===== src/rtl/mem_port_arbiter.sv =====
// Arbiter sharing one fixed-latency memory port between instruction fetch and data access.
// Optional macro ARB_RR_EN selects round-robin arbitration under contention; the default is data-over-fetch priority.
module mem_port_arbiter #(
  parameter int ADDR_W  = 16,
  parameter int DATA_W  = 16,
  parameter int MEM_LAT = 4
) (
  input  logic              clk,
  input  logic              rst_n,
  input  logic              hlt,
  input  logic              if_req,
  input  logic [ADDR_W-1:0] if_addr,
  output logic [DATA_W-1:0] if_rdata,
  output logic              if_valid,
  output logic              if_stall,
  input  logic              d_req,
  input  logic              d_we,
  input  logic [ADDR_W-1:0] d_addr,
  input  logic [DATA_W-1:0] d_wdata,
  output logic [DATA_W-1:0] d_rdata,
  output logic              d_valid,
  output logic              d_stall,
  output logic              mem_en,
  output logic              mem_we,
  output logic [ADDR_W-1:0] mem_addr,
  output logic [DATA_W-1:0] mem_wdata,
  input  logic [DATA_W-1:0] mem_rdata,
  output logic              halted
);

  typedef enum logic [2:0] {
    IDLE,
    ISSUE,
    WAIT,
    DONE,
    HALTED
  } state_t;

  localparam logic [3:0] CNT_LOAD = 4'(MEM_LAT - 1);

  state_t            state_q, state_d;
  logic [3:0]        cnt_q, cnt_d;
  logic              halt_pend_q;
  logic              owner_q;      // 1 = data port, 0 = fetch port
  logic              is_store_q;
  logic              mem_en_q, mem_we_q;
  logic [ADDR_W-1:0] mem_addr_q;
  logic [DATA_W-1:0] mem_wdata_q;
  logic [DATA_W-1:0] if_rdata_q, d_rdata_q;

  logic              halt_now;
  logic              any_req;
  logic              grant_data;
  logic              start;
  logic              capture;

  assign halt_now = halt_pend_q | hlt;
  assign any_req  = d_req | if_req;

`ifdef ARB_RR_EN
  logic last_owner_q;  // 1 = data port, 0 = fetch port

  // Under contention, the port that did not win last time is served.
  always_comb begin
    grant_data = d_req;
    if (d_req && if_req) grant_data = ~last_owner_q;
  end

  always_ff @(posedge clk or negedge rst_n) begin
    if (!rst_n) begin
      last_owner_q <= 1'b0;
    end else if (start) begin
      last_owner_q <= grant_data;
    end
  end
`else
  always_comb begin
    grant_data = d_req;
  end
`endif

  assign start   = (state_q == IDLE) && !halt_now && any_req;
  assign capture = (state_q == WAIT) && (cnt_q == 4'd0);

  always_comb begin
    state_d = state_q;
    cnt_d   = cnt_q;
    case (state_q)
      IDLE: begin
        if (halt_now)     state_d = HALTED;
        else if (any_req) state_d = ISSUE;
      end
      ISSUE: begin
        cnt_d   = CNT_LOAD;
        state_d = WAIT;
      end
      WAIT: begin
        if (cnt_q == 4'd0) state_d = DONE;
        else               cnt_d   = cnt_q - 4'd1;
      end
      DONE:    state_d = IDLE;
      HALTED:  state_d = HALTED;
      default: state_d = IDLE;
    endcase
  end

  always_ff @(posedge clk or negedge rst_n) begin
    if (!rst_n) begin
      state_q     <= IDLE;
      cnt_q       <= '0;
      halt_pend_q <= 1'b0;
    end else begin
      state_q     <= state_d;
      cnt_q       <= cnt_d;
      halt_pend_q <= halt_now;
    end
  end

  // The memory strobe is registered at the grant edge so it lines up with ISSUE.
  always_ff @(posedge clk or negedge rst_n) begin
    if (!rst_n) begin
      mem_en_q    <= 1'b0;
      mem_we_q    <= 1'b0;
      mem_addr_q  <= '0;
      mem_wdata_q <= '0;
      owner_q     <= 1'b0;
      is_store_q  <= 1'b0;
    end else begin
      mem_en_q <= start;
      mem_we_q <= start & grant_data & d_we;
      if (start) begin
        mem_addr_q <= grant_data ? d_addr : if_addr;
        owner_q    <= grant_data;
        is_store_q <= grant_data & d_we;
        if (grant_data && d_we) mem_wdata_q <= d_wdata;
      end
    end
  end

  always_ff @(posedge clk or negedge rst_n) begin
    if (!rst_n) begin
      if_rdata_q <= '0;
      d_rdata_q  <= '0;
    end else if (capture) begin
      if (!owner_q)         if_rdata_q <= mem_rdata;
      else if (!is_store_q) d_rdata_q  <= mem_rdata;
    end
  end

  assign mem_en    = mem_en_q;
  assign mem_we    = mem_we_q;
  assign mem_addr  = mem_addr_q;
  assign mem_wdata = mem_wdata_q;
  assign if_rdata  = if_rdata_q;
  assign d_rdata   = d_rdata_q;
  assign if_valid  = (state_q == DONE) && !owner_q;
  assign d_valid   = (state_q == DONE) && owner_q;
  assign if_stall  = if_req & ~if_valid;
  assign d_stall   = d_req & ~d_valid;
  assign halted    = (state_q == HALTED);

endmodule


===== config.mk =====
export PLATFORM = sky130hd
export DESIGN_NAME = mem_port_arbiter
export DESIGN_NICKNAME = d
export VERILOG_FILES = /design/src/rtl/mem_port_arbiter.sv
export SDC_FILE = /design/constraint.sdc
export NUM_CORES = 1
export LEC_CHECK = 0
export BUFFER_PORTS_ARGS = -buffer_cell sky130_fd_sc_hd__buf_4
export CORE_MARGIN = 2
export CORE_UTILIZATION = 50
export DETAILED_ROUTE_END_ITERATION = 12
export PLACE_DENSITY = 0.84
export SYNTH_ARGS = -nofsm -noshare
export SYNTH_HDL_FRONTEND = slang
export SYNTH_SLANG_ARGS = --single-unit

===== constraint.sdc =====
create_clock -name clk -period 6 [get_ports clk]
set_clock_uncertainty 0.15 [all_clocks]
set_input_delay 0.3 -clock clk [delete_from_list [all_inputs] [get_ports clk]]
set_output_delay 0.3 -clock clk [all_outputs]
set_load 0.02 [all_outputs]

# Word level (Yosys, flattened, before mapping)
# Cells that the tools add are included.
[totals] ff_bits=76 output_inout_bits=71
[op_classes] mux=7 n_eq_ne=7 n_addsub=1 reduce_logical=16 bitwise=11
[ops] cell="16-bit 2-to-1 mux" n=1
[ops] cell="3-bit one-hot mux with 4 select lines" n=1
[ops] cell="3-bit 2-to-1 mux" n=3
[ops] cell="4-bit one-hot mux with 2 select lines" n=1
[ops] cell="2-bit AND reduction" n=4
[ops] cell="3-bit by 2-bit == test with 1-bit output (second input constant)" n=2
[ops] cell="1-bit logical AND" n=6
[ops] cell="1-bit AND" n=5
[ops] cell="4-bit logical NOT" n=1
[ops] cell="4-bit 2-to-1 mux" n=1
[ops] cell="1-bit NOT" n=4
[ops] cell="4-bit by 1-bit subtractor with 4-bit output (second input constant)" n=1
[ops] cell="3-bit by 1-bit == test with 1-bit output (second input constant)" n=1
[ops] cell="3-bit == test (second input constant)" n=1
[ops] cell="3-bit logical NOT" n=1
[ops] cell="3-bit != test (second input constant)" n=1
[ops] cell="3-bit AND reduction" n=1
[ops] cell="1-bit logical NOT" n=2
[ops] cell="2-bit by 1-bit != test with 1-bit output (second input constant)" n=1
[ops] cell="2-bit != test (second input constant)" n=1
[ops] cell="1-bit OR" n=2
[ops] cell="2-bit nonzero test" n=1

# Depth between registers and ports, before layout
[depth] ltp_word=6 mapped_depth=7 depth_no_buf=5

# Worst setup path before layout
# Ideal clock, no wire load.
[synth_path] path_kind="reg-to-reg" from="register cnt_q[0]" to="register d_rdata_q[10] (netlist: d_rdata[10])" setup_time_ns=0.125 period_less_slack_ns=2.348 required_time_ns=5.725 t_arrival_ns=2.073 slack_ns=3.652 stages_incl_launch_ff=8 cell_sequence="dfrtp_1 inv_1 ha_1 or3b_1 or4b_4 buf_6 buf_12 mux2_4"
[synth_via] elab_chain_len=3
[synth_lines] element="from (decl)" line="42" text="logic [3:0] cnt_q, cnt_d;"
[synth_lines] element="from (signal assigned)" line="114" text="cnt_q <= cnt_d;"
[synth_lines] element="4-bit logical NOT" line="83" text="assign capture = (state_q == WAIT) && (cnt_q == 4'd0);"
[synth_lines] element="1-bit logical AND" line="83"
[synth_lines] element="3-bit AND reduction (no line)"
[synth_lines] element="to (signal assigned)" line="146" text="else if (!is_store_q) d_rdata_q <= mem_rdata;"
[synth_lines] element="to (decl)" line="49" text="logic [DATA_W-1:0] if_rdata_q, d_rdata_q;"
# Every way passes these cells.
# A chain may end at the register's enable or synchronous reset.

# Worst setup path after layout
[layout_path] from="register cnt_q[0]" to="register if_rdata_q[8] (netlist: if_rdata[8])"
[layout_via] elab_chain_len=3
[layout_lines] element="4-bit logical NOT" line="83"
[layout_lines] element="1-bit logical AND" line="83"
[layout_lines] element="2-bit AND reduction (no line)"
[layout_lines] element="to (signal assigned)" line="145" text="if (!owner_q) if_rdata_q <= mem_rdata;"
[layout_lines] element="to (decl)" line="49"
# Every way passes these cells.

==> results.json <==
{
  "status": "finished, final reports clean",
  "drt_wl_total_mm": 7.23,
  "drive_above_1_share": 0.568,
  "cts_sinks": 76,
  "dieWidth_um": 84.3,
  "synth_fp_nets": 304,
  "cts_resized": 0,
  "ir_drop_mv": 0.222,
  "cts_buffers": 9,
  "cp_top_family": "simple AND/OR/NAND/NOR gates",
  "die_area_sq_mm": 0.00710,
  "worst_pin_slew_ns": 1.25,
  "final_max_slew_viol_count": 0,
  "cts_tree": "done",
  "synth_top_area_share": 0.590,
  "worstSetupPathType": "flip-flop to flip-flop",
  "ctsLongestPathBuffers": 2,
  "critPathRequiredTime_ns": 6.07,
  "grt_pass1_vias": 2460,
  "dr.first_iter.drc_count": 98,
  "crit_path_max_incr_delay_ns": 0.97,
  "clock_latency_ns": 0.34,
  "leakagePower_nw": 2.42,
  "io_buffers": 140,
  "ys_top_cells_by_area": "dfrtp_1 59%, mux2_2 13%, mux2i_1 5.6%, mux2_4 4.7%, a31oi_1 3.1%",
  "clkTransAtPathRegs_ns": 0.07,
  "dp_hpwl_mm": 5.23,
  "layout_min_cycle_time_ns": 2.75,
  "syn_inst": 233,
  "nFillCells": 453,
  "multiInputGateArea_sq_mm": 0.00120,
  "synthArstFlopShare": 1.00,
  "setup_viol": 0,
  "synthToLayoutAreaGrowth_pct": 40.7,
  "fin_tns_setup_ns": 0,
  "synth_top_flop_cell": "dfrtp_1",
  "rows": 29,
  "coreArea_sq_mm": 0.00628,
  "start_kind": "flip-flop",
  "avgViaCountPerCell": 5.33,
  "antenna_cells": 0,
  "vias": 2408,
  "synth_area_per_cell_sq_um": 13.8,
  "antenna_found_initial": 0,
  "power_mw": 1.13,
  "netlist_area_sq_mm": 0.00322,
  "synthTopCellsByCount": "76 x dfrtp_1, 38 x mux2_2, 18 x mux2i_1",
  "place_congestion": 0.804,
  "ys_ff_latch": 76,
  "yosys.area.top_type": "dfrtp_1",
  "postRouteAntennaNets": 0,
  "slowest_stage": "nor3_2",
  "synth_edf_count": 0,
  "relSlewSlack": 0.161,
  "hold_class": "input port to flip-flop",
  "yosysMostFrequentCell": "dfrtp_1",
  "io_pins": 141,
  "drtPass1Iterations": 4,
  "path_max_fanout": 16,
  "ys_seq_area_frac": 0.590,
  "die_height_um": 84.3,
  "cts_htree_levels": 3,
  "yosysUniqueCellTypes": 35,
  "regArea_sq_mm": 0.00190,
  "cp_cell_sequence": "inv_1, ha_1, or3b_1, nor3_2, mux2_2",
  "fmax_mhz": 364,
  "layout.nets": 441,
  "clockRootBuffer": "clkbuf_8",
  "drc": 0,
  "grt.overflow.total": 0,
  "powerDensity_mw_per_mm2": 249,
  "grt_max_degree": 77,
  "arrival_ns": 2.82,
  "avgRoutedWirePerCell_um": 16.0,
  "r2r_slack_ns": 3.25,
  "finalHoldViolCount": 0,
  "rsz0062_at_grt": "false",
  "period_share": 0.458,
  "drv_cap": 0,
  "grt.total_usage": 0.207,
  "critPathBufInv": 1,
  "ys.warnings.count": 0,
  "start_util": 0.513,
  "grt_pass1_wl_mm": 11.7,
  "cp-end-kind": "flip-flop"
}
## cell type report
cell class / count / area share
tap: 77 / 0.0213
sequential: 76 / 0.420
inverter: 7 / 0.00580
clock buffer: 12 / 0.0364
clock inverter: 4 / 0.0155
multi-input combinational: 133 / 0.264
timing repair buffer: 143 / 0.237
## cell families (layout without fill, tap and decap cells)
| logic type | after synthesis | count (layout) | synth area share |
|---|---|---|---|
| adder cells (fa/ha/maj) | 1 | 1 | 0.00388 |
| multiplexers | 66 | 66 | 0.235 |
| flip-flops | 76 | 76 | 0.590 |
| AO/OA/AOI/OAI | 40 | 40 | 0.0757 |
| AND/OR/NAND/NOR | 25 | 25 | 0.0520 |
| buffers and inverters | 24 | 166 | 0.0400 |
| XOR/XNOR | 1 | 1 | 0.00272 |
## sequential cells by signal (all words and copies together) (netlist names)
signal / count
halt_pend_q: 1
mem_wdata: 16
cnt_q: 4
state_q: 3
mem_we: 1
mem_en: 1
is_store_q: 1
owner_q: 1
d_rdata: 16
if_rdata: 16
mem_addr: 16
## path summary, 6_finish.rpt
| path | cells past startpoint | from | endpoint |
|---|---|---|---|
| max | 5 | cnt_q[0] | if_rdata[8] |
| min | 2 | d_wdata[13] | mem_wdata[13] |
| max reg2reg | 5 | cnt_q[0] | if_rdata[8] |
| min reg2reg | 1 | cnt_q[0] | cnt_q[0] |
| max in group asynchronous | 2 | rst_n | mem_addr[7] |
| min in group asynchronous | 2 | rst_n | d_rdata[8] |
## cell usage in the layout, fill, tap and decap left out, types with 6 or more instances in the layout
master / count
mux2_4: 10
clkbuf_8: 12
buf_4: 142
nor2_1: 6
mux2i_1: 18
a21oi_1: 17
inv_1: 7
dfrtp_1: 76
a31oi_1: 16
mux2_2: 38
## metal layers
layer	up-vias	global-route usage	part of all wire	routed length [um]
met1	1178	0.268	0.42	3020
met2	105	0.338	0.49	3530
met5	-	0	0	0
met3	10	0.0570	0.078	566
li1	1115	-	-	-
met4	0	0.0674	0.016	118
## power by group
part	internal, mW	total [mW]	switching, mW
sequential	0.532	0.544	0.0125
clock	0.267	0.442	0.175
combinational	0.0736	0.140	0.0664
## through the flow
stage                     std cells  instance area (sq um)  hold slack, ns  utilization  setup WS, ns
after global placement          435                   4290           0.336        0.683          3.36
after floorplan                 233                   3220          -0.146            -          3.65
after detailed placement        435                   4290           0.345        0.683          3.25
after CTS                       452                   4530          0.0292        0.722          3.23
after global routing            452                   4530          0.0306        0.722          3.06
final                           452                   4530          0.0435        0.722          3.25
## repair_timing
action                    in CTS  in global routing
hold endpoints to repair      61                  0
hold buffers                   1                  0
buffers inserted               0                  0
Power figures use the tool's default switching activity.
